===== src/rtl/mrv1_lsu_pkg.sv =====
// Shared types and helpers for the mrv1 load/store unit.
// Holds the access-size enum, the outstanding-queue entry layout and the
// byte-lane helpers used for store formatting and load extraction.
package mrv1_lsu_pkg;

    localparam int LSU_LANES = 4;

    typedef enum logic [1:0] {
        BYTE = 2'd0,
        HALF = 2'd1,
        WORD = 2'd2,
        ILL  = 2'd3
    } lsu_size_e;

    // Per-op state needed to format the response once it comes back.
    typedef struct packed {
        lsu_size_e  size;
        logic       sgn;
        logic [1:0] off;
        logic       we;
    } lsu_q_entry_t;

    function automatic logic lsu_misaligned(lsu_size_e size, logic [1:0] off);
        return (size == HALF && off[0]) || (size == WORD && off != 2'b00) || (size == ILL);
    endfunction

    function automatic logic [LSU_LANES-1:0] lsu_be(lsu_size_e size, logic [1:0] off);
        case (size)
            BYTE:    return 4'b0001 << off;
            HALF:    return 4'b0011 << off;
            default: return 4'hF;
        endcase
    endfunction

    function automatic logic [31:0] lsu_wdata(lsu_size_e size, logic [31:0] d);
        case (size)
            BYTE:    return {LSU_LANES{d[7:0]}};
            HALF:    return {2{d[15:0]}};
            default: return d;
        endcase
    endfunction

    function automatic logic [31:0] lsu_extract(logic [31:0] rdata, lsu_size_e size,
                                                logic [1:0] off, logic sgn);
        logic [31:0] sh;
        sh = rdata >> {off, 3'b000};
        case (size)
            BYTE:    return sgn ? {{24{sh[7]}}, sh[7:0]} : {24'd0, sh[7:0]};
            HALF:    return sgn ? {{16{sh[15]}}, sh[15:0]} : {16'd0, sh[15:0]};
            default: return sh;
        endcase
    endfunction

endpackage


===== src/rtl/mrv1_lsu_if.sv =====
// Data-memory request/response bus between the LSU (master) and memory (slave).
interface mrv1_lsu_if;
    logic        dmem_req_vld_o;
    logic        dmem_req_rdy_i;
    logic [31:0] dmem_req_addr_o;
    logic        dmem_req_w_en_o;
    logic [3:0]  dmem_req_w_be_o;
    logic [31:0] dmem_req_w_data_o;
    logic        dmem_resp_vld_i;
    logic        dmem_resp_err_i;
    logic [31:0] dmem_resp_r_data_i;

    modport master (
        output dmem_req_vld_o, dmem_req_addr_o, dmem_req_w_en_o,
               dmem_req_w_be_o, dmem_req_w_data_o,
        input  dmem_req_rdy_i, dmem_resp_vld_i, dmem_resp_err_i, dmem_resp_r_data_i
    );

    modport slave (
        input  dmem_req_vld_o, dmem_req_addr_o, dmem_req_w_en_o,
               dmem_req_w_be_o, dmem_req_w_data_o,
        output dmem_req_rdy_i, dmem_resp_vld_i, dmem_resp_err_i, dmem_resp_r_data_i
    );
endinterface


===== src/rtl/mrv1_fifo.sv =====
// Generic synchronous show-ahead FIFO with occupancy count.
// DEPTH_P must be a power of two so the pointers wrap naturally.
module mrv1_fifo #(
    parameter int WIDTH_P = 8,
    parameter int DEPTH_P = 4,
    localparam int AW_LP  = $clog2(DEPTH_P)
) (
    input  logic               clk_i,
    input  logic               rst_i,
    input  logic               push_i,
    input  logic [WIDTH_P-1:0] data_i,
    input  logic               pop_i,
    output logic [WIDTH_P-1:0] data_o,
    output logic [AW_LP:0]     count_o,
    output logic               empty_o
);
    logic [WIDTH_P-1:0] mem_q [DEPTH_P];
    logic [AW_LP-1:0]   wr_ptr_q;
    logic [AW_LP-1:0]   rd_ptr_q;
    logic [AW_LP:0]     count_q;
    logic               push_ok;
    logic               pop_ok;

    assign pop_ok  = pop_i & (count_q != '0);
    assign push_ok = push_i & ((count_q != (AW_LP+1)'(DEPTH_P)) | pop_ok);
    assign data_o  = mem_q[rd_ptr_q];
    assign count_o = count_q;
    assign empty_o = (count_q == '0);

    // Storage needs no reset: entries are only read once written.
    always_ff @(posedge clk_i) begin
        if (push_ok) mem_q[wr_ptr_q] <= data_i;
    end

    // Pointer and occupancy bookkeeping.
    always_ff @(posedge clk_i or posedge rst_i) begin
        if (rst_i) begin
            wr_ptr_q <= '0;
            rd_ptr_q <= '0;
            count_q  <= '0;
        end else begin
            if (push_ok) wr_ptr_q <= wr_ptr_q + 1'b1;
            if (pop_ok)  rd_ptr_q <= rd_ptr_q + 1'b1;
            case ({push_ok, pop_ok})
                2'b10:   count_q <= count_q + 1'b1;
                2'b01:   count_q <= count_q - 1'b1;
                default: count_q <= count_q;
            endcase
        end
    end
endmodule


===== src/rtl/mrv1_lsu.sv =====
// mrv1 pipelined multithreaded load/store unit.
// Computes src0+imm, sends aligned ops to dmem through a one-entry request
// slot, tracks them in an in-order queue and formats the responses.
// Misaligned ops never reach dmem; they complete with an error once all
// older ops have drained. Optional counters: define MRV1_LSU_STATS_EN.
module mrv1_lsu
    import mrv1_lsu_pkg::*;
#(
    parameter int DATA_WIDTH_P      = 32,
    parameter int ITAG_WIDTH_P      = 3,
    parameter int NUM_TW_P          = 8,
    parameter int MAX_OUTSTANDING_P = 4,
    localparam int TID_WIDTH_LP     = $clog2(NUM_TW_P)
) (
    input  logic                    clk_i,
    input  logic                    rst_i,
    input  logic                    lsu_req_i,
    output logic                    lsu_rdy_o,
    input  logic [DATA_WIDTH_P-1:0] lsu_src0_i,
    input  logic [DATA_WIDTH_P-1:0] lsu_imm_i,
    input  logic [DATA_WIDTH_P-1:0] lsu_w_data_i,
    input  logic                    lsu_w_en_i,
    input  logic [1:0]              lsu_size_i,
    input  logic                    lsu_signed_i,
    input  logic [ITAG_WIDTH_P-1:0] lsu_itag_i,
    input  logic [TID_WIDTH_LP-1:0] lsu_tid_i,
    output logic                    lsu_done_o,
    output logic [DATA_WIDTH_P-1:0] lsu_res_o,
    output logic                    lsu_err_o,
    output logic [ITAG_WIDTH_P-1:0] lsu_itag_o,
    output logic [TID_WIDTH_LP-1:0] lsu_tid_o,
    mrv1_lsu_if.master              dmem,
    output logic [31:0]             stat_ld_cnt_o,
    output logic [31:0]             stat_st_cnt_o,
    output logic [31:0]             stat_err_cnt_o
);
    localparam int CNT_W = $clog2(MAX_OUTSTANDING_P) + 1;
    localparam int ENT_W = ITAG_WIDTH_P + TID_WIDTH_LP + $bits(lsu_q_entry_t);

    logic [DATA_WIDTH_P-1:0] addr;
    lsu_size_e               req_size;
    logic                    misaligned, accept, push, pop, mis_done;
    logic [CNT_W-1:0]        q_count;
    logic                    q_empty;
    lsu_q_entry_t            push_ent, head_ent;
    logic [ENT_W-1:0]        push_data, head_data;
    logic [ITAG_WIDTH_P-1:0] head_itag;
    logic [TID_WIDTH_LP-1:0] head_tid;

    logic                    rdy_en_q;
    logic                    req_vld_q;
    logic [DATA_WIDTH_P-1:0] req_addr_q;
    logic                    req_we_q;
    logic [3:0]              req_be_q;
    logic [DATA_WIDTH_P-1:0] req_wdata_q;
    logic                    pend_err_q;
    logic [ITAG_WIDTH_P-1:0] pend_itag_q;
    logic [TID_WIDTH_LP-1:0] pend_tid_q;
    logic                    done_q;
    logic                    err_q;
    logic [DATA_WIDTH_P-1:0] res_q;
    logic [ITAG_WIDTH_P-1:0] itag_q;
    logic [TID_WIDTH_LP-1:0] tid_q;

    assign addr       = lsu_src0_i + lsu_imm_i;
    assign req_size   = lsu_size_e'(lsu_size_i);
    assign misaligned = lsu_misaligned(req_size, addr[1:0]);

    // rdy_en_q keeps ready low while reset is held and for the reset cycle itself.
    assign lsu_rdy_o = rdy_en_q & ~pend_err_q & (~req_vld_q | dmem.dmem_req_rdy_i)
                     & (q_count < CNT_W'(MAX_OUTSTANDING_P));
    assign accept    = lsu_req_i & lsu_rdy_o;
    assign push      = accept & ~misaligned;
    assign pop       = dmem.dmem_resp_vld_i & ~q_empty;
    // Error completes only once every older op has left both slot and queue.
    assign mis_done  = pend_err_q & q_empty & ~req_vld_q;

    assign push_ent  = '{size: req_size, sgn: lsu_signed_i, off: addr[1:0], we: lsu_w_en_i};
    assign push_data = {lsu_itag_i, lsu_tid_i, push_ent};
    assign {head_itag, head_tid, head_ent} = head_data;

    mrv1_fifo #(
        .WIDTH_P (ENT_W),
        .DEPTH_P (MAX_OUTSTANDING_P)
    ) u_outstanding_q (
        .clk_i   (clk_i),
        .rst_i   (rst_i),
        .push_i  (push),
        .data_i  (push_data),
        .pop_i   (pop),
        .data_o  (head_data),
        .count_o (q_count),
        .empty_o (q_empty)
    );

    // Ready enable: rises on the first clock after reset is released.
    always_ff @(posedge clk_i or posedge rst_i) begin
        if (rst_i) rdy_en_q <= 1'b0;
        else       rdy_en_q <= 1'b1;
    end

    // Request slot: loaded on aligned accept, held stable until dmem takes it.
    always_ff @(posedge clk_i or posedge rst_i) begin
        if (rst_i) begin
            req_vld_q   <= 1'b0;
            req_addr_q  <= '0;
            req_we_q    <= 1'b0;
            req_be_q    <= '0;
            req_wdata_q <= '0;
        end else if (push) begin
            req_vld_q   <= 1'b1;
            req_addr_q  <= {addr[DATA_WIDTH_P-1:2], 2'b00};
            req_we_q    <= lsu_w_en_i;
            req_be_q    <= lsu_be(req_size, addr[1:0]);
            req_wdata_q <= lsu_wdata(req_size, lsu_w_data_i);
        end else if (req_vld_q & dmem.dmem_req_rdy_i) begin
            req_vld_q   <= 1'b0;
        end
    end

    // Pending misaligned op: blocks issue until it has completed.
    always_ff @(posedge clk_i or posedge rst_i) begin
        if (rst_i) begin
            pend_err_q  <= 1'b0;
            pend_itag_q <= '0;
            pend_tid_q  <= '0;
        end else if (accept & misaligned) begin
            pend_err_q  <= 1'b1;
            pend_itag_q <= lsu_itag_i;
            pend_tid_q  <= lsu_tid_i;
        end else if (mis_done) begin
            pend_err_q  <= 1'b0;
        end
    end

    // Completion port: one registered done pulse per response or misaligned op.
    always_ff @(posedge clk_i or posedge rst_i) begin
        if (rst_i) begin
            done_q <= 1'b0;
            err_q  <= 1'b0;
            res_q  <= '0;
            itag_q <= '0;
            tid_q  <= '0;
        end else begin
            done_q <= pop | mis_done;
            err_q  <= 1'b0;
            res_q  <= '0;
            if (pop) begin
                itag_q <= head_itag;
                tid_q  <= head_tid;
                err_q  <= dmem.dmem_resp_err_i;
                if (!dmem.dmem_resp_err_i && !head_ent.we)
                    res_q <= lsu_extract(dmem.dmem_resp_r_data_i, head_ent.size,
                                         head_ent.off, head_ent.sgn);
            end else if (mis_done) begin
                itag_q <= pend_itag_q;
                tid_q  <= pend_tid_q;
                err_q  <= 1'b1;
            end
        end
    end

    assign lsu_done_o = done_q;
    assign lsu_err_o  = err_q;
    assign lsu_res_o  = res_q;
    assign lsu_itag_o = itag_q;
    assign lsu_tid_o  = tid_q;

    assign dmem.dmem_req_vld_o    = req_vld_q;
    assign dmem.dmem_req_addr_o   = req_addr_q;
    assign dmem.dmem_req_w_en_o   = req_we_q;
    assign dmem.dmem_req_w_be_o   = req_be_q;
    assign dmem.dmem_req_w_data_o = req_wdata_q;

`ifdef MRV1_LSU_STATS_EN
    logic        done_we_q;
    logic [31:0] ld_cnt_q, st_cnt_q, err_cnt_q;

    // Remember whether the completing op was a store, for classification.
    always_ff @(posedge clk_i or posedge rst_i) begin
        if (rst_i) done_we_q <= 1'b0;
        else       done_we_q <= pop & head_ent.we;
    end

    // Saturating completion counters, sampled while done is high.
    always_ff @(posedge clk_i or posedge rst_i) begin
        if (rst_i) begin
            ld_cnt_q  <= '0;
            st_cnt_q  <= '0;
            err_cnt_q <= '0;
        end else if (done_q) begin
            if (err_q) begin
                if (err_cnt_q != '1) err_cnt_q <= err_cnt_q + 1'b1;
            end else if (done_we_q) begin
                if (st_cnt_q != '1) st_cnt_q <= st_cnt_q + 1'b1;
            end else begin
                if (ld_cnt_q != '1) ld_cnt_q <= ld_cnt_q + 1'b1;
            end
        end
    end

    assign stat_ld_cnt_o  = ld_cnt_q;
    assign stat_st_cnt_o  = st_cnt_q;
    assign stat_err_cnt_o = err_cnt_q;
`else
    assign stat_ld_cnt_o  = '0;
    assign stat_st_cnt_o  = '0;
    assign stat_err_cnt_o = '0;
`endif

`ifndef SYNTHESIS
    resp_needs_outstanding_a: assert property (@(posedge clk_i) disable iff (rst_i)
        dmem.dmem_resp_vld_i |-> !q_empty);
`endif

endmodule


===== src/flat_wrapper.sv =====
// flat-port wrapper written by rule: the top's interface ports become plain ports
module mrv1_lsu_flat import mrv1_lsu_pkg::*;
#(
    parameter int DATA_WIDTH_P      = 32,
    parameter int ITAG_WIDTH_P      = 3,
    parameter int NUM_TW_P          = 8,
    parameter int MAX_OUTSTANDING_P = 4,
    localparam int TID_WIDTH_LP     = $clog2(NUM_TW_P)
)
  (clk_i, rst_i, lsu_req_i, lsu_rdy_o, lsu_src0_i, lsu_imm_i, lsu_w_data_i, lsu_w_en_i, lsu_size_i, lsu_signed_i, lsu_itag_i, lsu_tid_i, lsu_done_o, lsu_res_o, lsu_err_o, lsu_itag_o, lsu_tid_o, stat_ld_cnt_o, stat_st_cnt_o, stat_err_cnt_o, dmem_dmem_req_vld_o, dmem_dmem_req_addr_o, dmem_dmem_req_w_en_o, dmem_dmem_req_w_be_o, dmem_dmem_req_w_data_o, dmem_dmem_req_rdy_i, dmem_dmem_resp_vld_i, dmem_dmem_resp_err_i, dmem_dmem_resp_r_data_i);
  mrv1_lsu_if dmem_i ();
  input  logic clk_i;
  input  logic rst_i;
  input  logic lsu_req_i;
  output logic lsu_rdy_o;
  input  logic [DATA_WIDTH_P-1:0] lsu_src0_i;
  input  logic [DATA_WIDTH_P-1:0] lsu_imm_i;
  input  logic [DATA_WIDTH_P-1:0] lsu_w_data_i;
  input  logic lsu_w_en_i;
  input  logic [1:0] lsu_size_i;
  input  logic lsu_signed_i;
  input  logic [ITAG_WIDTH_P-1:0] lsu_itag_i;
  input  logic [TID_WIDTH_LP-1:0] lsu_tid_i;
  output logic lsu_done_o;
  output logic [DATA_WIDTH_P-1:0] lsu_res_o;
  output logic lsu_err_o;
  output logic [ITAG_WIDTH_P-1:0] lsu_itag_o;
  output logic [TID_WIDTH_LP-1:0] lsu_tid_o;
  output logic [31:0] stat_ld_cnt_o;
  output logic [31:0] stat_st_cnt_o;
  output logic [31:0] stat_err_cnt_o;
  output wire logic [$bits(dmem_i.dmem_req_vld_o)-1:0] dmem_dmem_req_vld_o;
  output wire logic [$bits(dmem_i.dmem_req_addr_o)-1:0] dmem_dmem_req_addr_o;
  output wire logic [$bits(dmem_i.dmem_req_w_en_o)-1:0] dmem_dmem_req_w_en_o;
  output wire logic [$bits(dmem_i.dmem_req_w_be_o)-1:0] dmem_dmem_req_w_be_o;
  output wire logic [$bits(dmem_i.dmem_req_w_data_o)-1:0] dmem_dmem_req_w_data_o;
  input wire logic [$bits(dmem_i.dmem_req_rdy_i)-1:0] dmem_dmem_req_rdy_i;
  input wire logic [$bits(dmem_i.dmem_resp_vld_i)-1:0] dmem_dmem_resp_vld_i;
  input wire logic [$bits(dmem_i.dmem_resp_err_i)-1:0] dmem_dmem_resp_err_i;
  input wire logic [$bits(dmem_i.dmem_resp_r_data_i)-1:0] dmem_dmem_resp_r_data_i;
  assign dmem_dmem_req_vld_o = dmem_i.dmem_req_vld_o;
  assign dmem_dmem_req_addr_o = dmem_i.dmem_req_addr_o;
  assign dmem_dmem_req_w_en_o = dmem_i.dmem_req_w_en_o;
  assign dmem_dmem_req_w_be_o = dmem_i.dmem_req_w_be_o;
  assign dmem_dmem_req_w_data_o = dmem_i.dmem_req_w_data_o;
  assign dmem_i.dmem_req_rdy_i = dmem_dmem_req_rdy_i;
  assign dmem_i.dmem_resp_vld_i = dmem_dmem_resp_vld_i;
  assign dmem_i.dmem_resp_err_i = dmem_dmem_resp_err_i;
  assign dmem_i.dmem_resp_r_data_i = dmem_dmem_resp_r_data_i;
  mrv1_lsu #(.DATA_WIDTH_P(DATA_WIDTH_P), .ITAG_WIDTH_P(ITAG_WIDTH_P), .NUM_TW_P(NUM_TW_P), .MAX_OUTSTANDING_P(MAX_OUTSTANDING_P)) u_core (.clk_i(clk_i), .rst_i(rst_i), .lsu_req_i(lsu_req_i), .lsu_rdy_o(lsu_rdy_o), .lsu_src0_i(lsu_src0_i), .lsu_imm_i(lsu_imm_i), .lsu_w_data_i(lsu_w_data_i), .lsu_w_en_i(lsu_w_en_i), .lsu_size_i(lsu_size_i), .lsu_signed_i(lsu_signed_i), .lsu_itag_i(lsu_itag_i), .lsu_tid_i(lsu_tid_i), .lsu_done_o(lsu_done_o), .lsu_res_o(lsu_res_o), .lsu_err_o(lsu_err_o), .lsu_itag_o(lsu_itag_o), .lsu_tid_o(lsu_tid_o), .dmem(dmem_i), .stat_ld_cnt_o(stat_ld_cnt_o), .stat_st_cnt_o(stat_st_cnt_o), .stat_err_cnt_o(stat_err_cnt_o));
endmodule

===== config.mk =====
export PLATFORM = sky130hd
export DESIGN_NAME = mrv1_lsu_flat
export DESIGN_NICKNAME = d
export VERILOG_FILES = /design/src/rtl/mrv1_lsu_pkg.sv /design/src/rtl/mrv1_lsu_if.sv /design/src/rtl/mrv1_fifo.sv /design/src/rtl/mrv1_lsu.sv /design/src/flat_wrapper.sv
export SDC_FILE = /design/constraint.sdc
export NUM_CORES = 1
export LEC_CHECK = 0
export ABC_AREA = 1
export CAP_MARGIN = 10
export CORE_MARGIN = 5
export CORE_UTILIZATION = 50
export CTS_CLUSTER_DIAMETER = 30
export DETAILED_ROUTE_END_ITERATION = 10
export GPL_TIMING_DRIVEN = 0
export HOLD_SLACK_MARGIN = 0.02
export PLACE_DENSITY = 0.9
export SYNTH_ARGS = -nofsm -noshare
export SYNTH_HDL_FRONTEND = slang
export SYNTH_SLANG_ARGS = --single-unit

===== constraint.sdc =====
create_clock -name clk_i -period 8.28 [get_ports clk_i]
set_clock_uncertainty 0.15 [all_clocks]
set_input_delay 1.242 -clock clk_i [delete_from_list [all_inputs] [get_ports clk_i]]
set_output_delay 1.242 -clock clk_i [all_outputs]
set_load 0.05 [all_outputs]

==> metrics.cfg, run 1 <==
[timing]
min_period_over_period_pct=60.1
drv_slew=0
rsz0062_at_grt=no
fin_tns_setup_ns=0
maxSlewHeadroom_pct=17.6
hold_slack_ns=0.336
period_needed_ns=4.98
fmax_mhz=201
tightest_slew_ns=1.23
setup_violations=0
hold_viol_final=0

[clock_network]
cts_htree_levels=4
numCtsBuffers=17
tritoncts=built
cts_setup_buffers=0
clkTransAtPathRegs_ns=0.08
cts_max_path_buffers=2
insertion_delay_ns=0.43
post_cts_resized=0
clock_sinks=171
cts_hold_buf=0
clockRootBuffer=clkbuf_16

[run]
maxCapViolCount=0

[detailed_routing]
postRouteAntennaNets=0
wirelength_mm=33.7
drc_errors=0
drt-pass1-iter-count=5
drt-initial-drc-count=671
routedWlPerCell_um=16.7
vias_per_cell=4.97
vias=10000

[yosys]
synth.largest_area_cell=dfrtp_1
synth.top_cell.area_share_pct=29.6
seq_area_frac_synth_pct=43.4
synthArstFlopShare_pct=71.9
yosys_most_used_dff=dfrtp_1
yosys-top-cells-area=dfrtp_1, nand2_1, edfxtp_1, buf_4, inv_1
netlist_instances=1366
synth_common_cells=nand2_1, inv_1, dfrtp_1
synth_edf_count=48
avgSynthCellArea_um2=7.62
synth_seq_cells=171
synth_most_common_cell=nand2_1
synth.distinct_cells=39
syn_area_um2=10400
ys_warn_count=0

[worst_setup_path]
cpMaxStageDelayCell=nor2_1
startpoint_type=input pin
cp-end-kind=flip-flop
path_class=input pin to flip-flop
worst-path-max-fanout=12
crit_top_cell=nand2_1
path_cells=clkdlybuf4s50_1 > ha_1 > fa_1 > inv_1 > nand2_1 > o22ai_1 > nand2_1 > buf_2 > buf_1 > nor2_1
arrival_ns=4.87
slowest_delay_ns=0.99
required_ns=8.17
reg2reg_slack_ns=5.26

[run_status]
status=complete, no violations

[grt]
grt_pass1_vias=9518
gr-usage-all-layers_pct=27.5
grt_overflow_total=0
grt_pass1_wl_mm=51.5
antenna_found_initial=5
grt_use_met1_pct=31.5
met2_usage_pct=49.8
grt-busiest-layer=met2
met3_usage_pct=7.01
grt_max_degree=87

[floorplanning]
fp.dieH_um=154
initial_core_util_pct=51.1
ioPinCount=351
die_width_um=154
coreArea_um2=20400
rows=52
dieArea_um2=23800

[cells_and_area]
post_route_cells_drive_above_1_share_pct=10.2
fin_area_um2=14300
syn2layout_area_growth_pct=37.4
postLayoutCoreUtil_pct=70.2
fillers=1614
nets=1917

[pwr]
power_mw=4.58
leakage_nw=7.32
peakVddDrop_uv=170
p_per_area_nw_per_um2=320

[place]
dpl-instance-area_um2=13700
portBuffers=252
gp_congestion=0.909
dp_hpwl_mm=26.6

[hold_path]
hp-class=flip-flop to flip-flop

==> through the flow <==
stage                     std cells  setup slack [ns]
after global routing           2019              3.12
after global placement         1985              1.92
after floorplan                1463              3.62
after CTS                      2018              3.29
final                          2020              3.30
after detailed placement       1986              2.87
==> critical path, delay by kind of cell <==
family | cells | cell delay, ns
buffers and inverters | 4 | 1.16
and+or+nand+nor | 3 | 1.32
adders and majority gates | 2 | 0.88
AOI/OAI and AO/OA | 1 | 0.27
==> placed cells by master, fill, tap and decap left out, drive strengths merged, types with 9 or more instances in the layout <==
cell	synthesis	layout
nor2	88	88
conb	2	99
nand3	98	98
ha	35	35
edfxtp	48	48
dfrtp	123	123
clkinv	2	9
inv	179	186
clkdlybuf4s50	0	252
o21ai	63	63
nand2	449	449
clkbuf	19	36
xnor2	13	13
buf	117	119
a21oi	69	69
a31oi	13	13
==> path summary, 6_finish.rpt <==
| check | from | endpoint | depth (start not counted) |
|---|---|---|---|
| hold reg to reg | u_core.dmem.dmem_req_w_data_o[5] | u_core.dmem.dmem_req_w_data_o[5] | 2 |
| hold / removal | u_core.dmem.dmem_req_w_data_o[5] | u_core.dmem.dmem_req_w_data_o[5] | 2 |
| setup / recovery | lsu_imm_i[0] | u_core.u_outstanding_q.mem_q[3][1] | 10 |
| max in group asynchronous | rst_i | u_core.u_outstanding_q.rd_ptr_q[1] | 3 |
| min in group asynchronous | rst_i | u_core.lsu_res_o[3] | 2 |
| setup reg to reg | u_core.u_outstanding_q.count_o[2] | u_core.u_outstanding_q.mem_q[3][1] | 7 |
==> report_power, final <==
part | switching [mW] | total (mW) | internal [mW]
registers | 0.145 | 1.25 | 1.11
logic | 1.72 | 2.51 | 0.788
clock network | 0.403 | 0.818 | 0.415
total | 2.27 | 4.58 | 2.31
==> area by class of cell <==
type                    count  area, um^2  share of cell area (%)
diodes                      1        2.50                  0.0175
well taps                 270         338                    2.36
repair buffers            254        2560                    17.9
inverters                 181         684                    4.79
flip-flops and latches    171        4520                    31.6
clock inverters            15         195                    1.37
multi-input cells         975        4640                    32.5
clock buffers              17         425                    2.98
plain buffers             136         925                    6.47
==> routing by layer <==
metal  share of wire [%]  vias to the layer above
li1                    -                     4869
met1                  36                     4622
met2                  51                      452
met3                 8.8                       88
met4                 3.2                       10
met5                0.22                        -
==> sequential cells by signal, indices dropped and copies added, names as in the netlist, 3 cells and up <==
signal / cells
u_core.pend_tid_q: 3
u_core.lsu_res_o: 32
u_core.dmem.dmem_req_addr_o: 30
u_core.dmem.dmem_req_w_data_o: 32
u_core.lsu_tid_o: 3
u_core.lsu_itag_o: 3
u_core.pend_itag_q: 3
u_core.dmem.dmem_req_w_be_o: 4
u_core.u_outstanding_q.count_o: 3
u_core.u_outstanding_q.mem_q: 48
==> cells by family (layout without fill, tap and decap cells) <==
group,Yosys count,count (layout),synth area share [%]
compound gates,172,172,9.17
xor+xnor,18,18,1.52
fa+ha+maj,37,37,4.59
buf+inv,317,603,15.4
flops,171,171,43.4
other cells,2,100,0.0722
simple gates,649,649,25.8
Power figures use the tool's default switching activity.
==> inputs of run 2 (changes only) <==
- CORE_UTILIZATION: 50 -> 47
- PLACE_DENSITY: 0.9 -> 0.85
- clock period: 8.28 -> 5 ns (I/O delays scaled with it)
==> run 2 against run 1 <==
Clock power up 58%; largest cell class unchanged; core utilization shrank 4.9 points; non-clock buffer count shrank 1; wire length is 4.0% lower; first-iteration DRC count grew 3.3%.
==> metrics.cfg, run 2 (synthesis gave the netlist of run 1 again) <==
[detailed_routing]
wirelength_mm=32.4
vias=9883
postRouteAntennaNets=0
drc_errors=0
drt-pass1-iter-count=8
vias_per_cell=4.87
routedWlPerCell_um=16.0
drt-initial-drc-count=693

[floorplanning]
rows=54
dieArea_um2=25200
die_width_um=159
coreArea_um2=21800
initial_core_util_pct=47.7
ioPinCount=351
fp.dieH_um=159

[cells_and_area]
largest-register=u_core.u_outstanding_q.mem_q
fin_cells=2029
final_common_cell=nand2_1
syn2layout_area_growth_pct=37.1
final_cell_mix=nand2_1, clkdlybuf4s50_1, inv_1
post_route_cells_drive_above_1_share_pct=10.1
fillers=1860
largest_reg_flops=48
fin_area_um2=14300
nets=1916

[worst_setup_path]
cp-end-kind=flip-flop
path_class=input pin to flip-flop
arrival_ns=4.37
path_cells=clkdlybuf4s50_1 > ha_1 > fa_1 > inv_1 > nand2_1 > o22ai_1 > nand2_1 > buf_2 > buf_1 > nor2_1
worst-path-max-fanout=12
critPathBufInv=4
critPathTopFamily=simple AND/OR/NAND/NOR gates
required_ns=4.89
slowest_delay_ns=0.95
crit_top_cell=nand2_1
startpoint_type=input pin
cpMaxStageDelayCell=nor2_1

[timing]
maxSlewHeadroom_pct=21.8
tightest_slew_ns=1.17
setup_slack_ns=0.513
setup_violations=0
drv_slew=0
fmax_mhz=223
fin_tns_setup_ns=0
period_needed_ns=4.49
min_period_over_period_pct=89.7
hold_viol_final=0
rsz0062_at_grt=no

[clock_network]
cts_htree_levels=4
clockRootBuffer=clkbuf_16
cts_setup_buffers=0
cts_max_path_buffers=2
clkTransAtPathRegs_ns=0.07
clock_sinks=171
cts_hold_buf=0
numCtsBuffers=17
tritoncts=built
insertion_delay_ns=0.42
post_cts_resized=0

[grt]
gr-usage-all-layers_pct=25.2
grt_pass1_vias=9508
antenna_found_initial=4
grt_max_degree=86
grt_overflow_total=0
grt_pass1_wl_mm=51.3

[run_status]
status=complete, no violations

[pwr]
leakage_nw=7.29
p_per_area_nw_per_um2=523
power_mw=7.46
peakVddDrop_uv=264

[place]
dp_hpwl_mm=25.9
pre_cts_ws_ns=0.0742
portBuffers=252
dpl-instance-area_um2=13700
place_inst=1996
gp_congestion=0.955

[hold_path]
hp-class=flip-flop to flip-flop

[run]
maxCapViolCount=0

run 2: cell types whose count changed in the layout (fill, tap and decap cells not counted):
cell	previous run	this run
clkinv_8	6	4
buf_6	4	3
inv_8	5	2
clkbuf_1	19	20
inv_12	1	0
inv_6	2	5
clkinvlp_4	1	3
run 2: where the power goes:
part           leakage [nW]  total [mW]  switching, mW  internal [mW]
logic                  5.02        4.10           2.80           1.30
clock network         0.273        1.29          0.624          0.667
registers              1.99        2.07          0.233           1.83
total                  7.29        7.46           3.66           3.80
run 2: worst paths after layout:
path | slack (ns) | cells past startpoint | from | end
setup / recovery | 0.51 | 10 | lsu_src0_i[0] | u_core.u_outstanding_q.mem_q[1][2]
max in group asynchronous | 3.39 | 3 | rst_i | u_core.dmem.dmem_req_addr_o[19]
hold reg to reg | 0.34 | 2 | u_core.dmem.dmem_req_w_data_o[3] | u_core.dmem.dmem_req_w_data_o[3]
hold / removal | 0.34 | 2 | u_core.dmem.dmem_req_w_data_o[3] | u_core.dmem.dmem_req_w_data_o[3]
min in group asynchronous | 0.54 | 2 | rst_i | u_core.lsu_res_o[5]
setup reg to reg | 2.00 | 7 | u_core.u_outstanding_q.count_o[2] | u_core.u_outstanding_q.mem_q[1][2]
run 2: layout make-up:
class	count	area [um^2]	share of cell area, %
multi-input cells	975	4640	32.6
flip-flops and latches	171	4520	31.7
repair buffers	253	2550	17.9
plain buffers	136	925	6.49
inverters	181	684	4.80
clock buffers	18	429	3.01
well taps	280	350	2.46
clock inverters	14	154	1.08
diodes	1	2.50	0.0176
run 2: tightest hold or removal path, stage by stage (launching register included):
cell     delay (ns)
dfrtp_1        0.34
nand2_1        0.05
nand2_1        0.06
run 2: metrics by stage:
| stage | utilization, % | hold WS, ns |
|---|---|---|
| global route | 65.3 | 0.358 |
| finish | 65.3 | 0.336 |
| floorplan | - | 0.300 |
| CTS | 65.3 | 0.337 |
| detailed placement | 62.6 | 0.316 |
| global placement | 62.5 | 0.314 |
run 2: per-layer routing:
| metal | vias to the layer above | track usage, % | routed length, um |
|---|---|---|---|
| li1 | 4870 | - | - |
| met1 | 4491 | 29.6 | 12100 |
| met2 | 446 | 44.4 | 16400 |
| met3 | 70 | 7.02 | 2810 |
| met4 | 6 | 8.02 | 986 |
| met5 | - | 0 | 44 |
==> inputs of run 3 (changes only) <==
- GPL_TIMING_DRIVEN: 0 -> unset
==> run 3 against run 2 <==
Design area is 5.9% lower; count of clock-buffer cells in the layout down 1; critical endpoint is now u_core.dmem.dmem_req_w_data_o[24]; sequential share of layout area is 2.0 points higher; worst setup slack improved by 0.89 ns; register-to-register slack gained 0.11 ns; highest routed layer unchanged; wire length decreased by 6.0%; combinational power shrank 4%; critical path type unchanged; power shrank 1.7%; flip-flop and latch count unchanged; global-route usage shrank 1.7 points; die area stayed put.
==> metrics.cfg, run 3 (synthesis gave the netlist of run 1 again) <==
[cells_and_area]
final_cell_mix=nand2_1, clkdlybuf4s50_1, inv_1
syn2layout_area_growth_pct=29.0
largest-register=u_core.u_outstanding_q.mem_q
largest_reg_flops=48
postLayoutCoreUtil_pct=61.5
fin_area_um2=13400
regArea_um2=4520
fillers=1862
final_common_cell=nand2_1
multi_input_area_um2=4650
post_route_cells_drive_above_1_share_pct=4.74
nets=1792
n_antenna_cell=0
fin_cells=1904

[clock_network]
clockRootBuffer=clkbuf_16
insertion_delay_ns=0.43
post_cts_resized=0
clkTransAtPathRegs_ns=0.07
numCtsBuffers=17
tritoncts=built
cts_max_path_buffers=2
cts_hold_buf=0
cts_htree_levels=4
clock_sinks=171
cts_setup_buffers=0

[detailed_routing]
wirelength_mm=30.4
routedWlPerCell_um=16.0
vias_per_cell=5.04
drt-initial-drc-count=612
postRouteAntennaNets=0
drc_errors=0
drt-pass1-iter-count=5
vias=9604

[pwr]
power_mw=7.33
p_per_area_nw_per_um2=546
leakage_nw=6.72
peakVddDrop_uv=247

[worst_setup_path]
startpoint_type=input pin
arrival_ns=3.78
cp-end-kind=flip-flop
path_class=input pin to flip-flop
worst-path-max-fanout=46
required_ns=5.18

[place]
pre_cts_ws_ns=1.01
dpl-instance-area_um2=12800
portBuffers=252
place_inst=1872
gp_congestion=0.930
dp_hpwl_mm=23.8

[timing]
hold_viol_final=0
hold_slack_ns=0.333
period_needed_ns=3.60
tightest_slew_ns=0.799
setup_violations=0
setup_slack_ns=1.40
min_period_over_period_pct=72.0
drv_slew=0
rsz0062_at_grt=no
fmax_mhz=278
maxSlewHeadroom_pct=46.7
fin_tns_setup_ns=0

[grt]
antenna_found_initial=3
grt_pass1_wl_mm=48.4
grt_max_degree=63
gr-usage-all-layers_pct=23.4
grt_overflow_total=0
grt_pass1_vias=9216

[floorplanning]
dieArea_um2=25200
fp.dieH_um=159
coreArea_um2=21800
die_width_um=159
initial_core_util_pct=47.7
ioPinCount=351
rows=54

[run_status]
status=complete, no violations

[hold_path]
hp-class=flip-flop to flip-flop

[run]
maxCapViolCount=0

## run 3: final timing paths
path | from | endpoint | slack, ns | depth (start not counted)
setup / recovery | lsu_src0_i[0] | u_core.dmem.dmem_req_w_data_o[24] | 1.40 | 12
setup reg to reg | u_core.u_outstanding_q.rd_ptr_q[0] | u_core.lsu_res_o[20] | 2.11 | 12
hold reg to reg | u_core.dmem.dmem_req_addr_o[27] | u_core.dmem.dmem_req_addr_o[27] | 0.33 | 2
max in group asynchronous | rst_i | u_core.dmem.dmem_req_addr_o[12] | 3.08 | 3
hold / removal | u_core.dmem.dmem_req_addr_o[27] | u_core.dmem.dmem_req_addr_o[27] | 0.33 | 2
min in group asynchronous | rst_i | u_core.lsu_res_o[5] | 0.67 | 2
## run 3: where the power goes
part | internal [mW] | switching, mW | leakage [nW]
Sequential | 1.83 | 0.241 | 1.99
Clock | 0.676 | 0.644 | 0.291
Combinational | 1.19 | 2.75 | 4.44
## run 3: cell type report
| cell class | count | area share, % |
|---|---|---|
| repair buffers | 265 | 19.5 |
| multi-input cells | 975 | 34.6 |
| clock buffers | 17 | 3.17 |
| flip-flops and latches | 171 | 33.7 |
| well taps | 280 | 2.61 |
| inverters | 181 | 5.08 |
| clock inverters | 15 | 1.33 |
## run 3: critical path, cell delays in order
cell and delay [ns]:
clkdlybuf4s50_1 0.46, ha_1 0.25, fa_1 0.57, inv_1 0.13, nand2_1 0.09, o22ai_1 0.24, nand2_2 0.10, buf_4 0.29
inv_2 0.31, buf_4 0.34, nor2_1 0.07, a41oi_1 0.16
## run 3: layer usage
metal / track usage, % / share of wire [%] / up-vias
met4: 9.43 / 3.8 / 6
li1: - / - / 4628
met5: 0 / 0.16 / -
met3: 6.66 / 8.6 / 68
met1: 28.3 / 38 / 4447
met2: 39.5 / 49 / 455
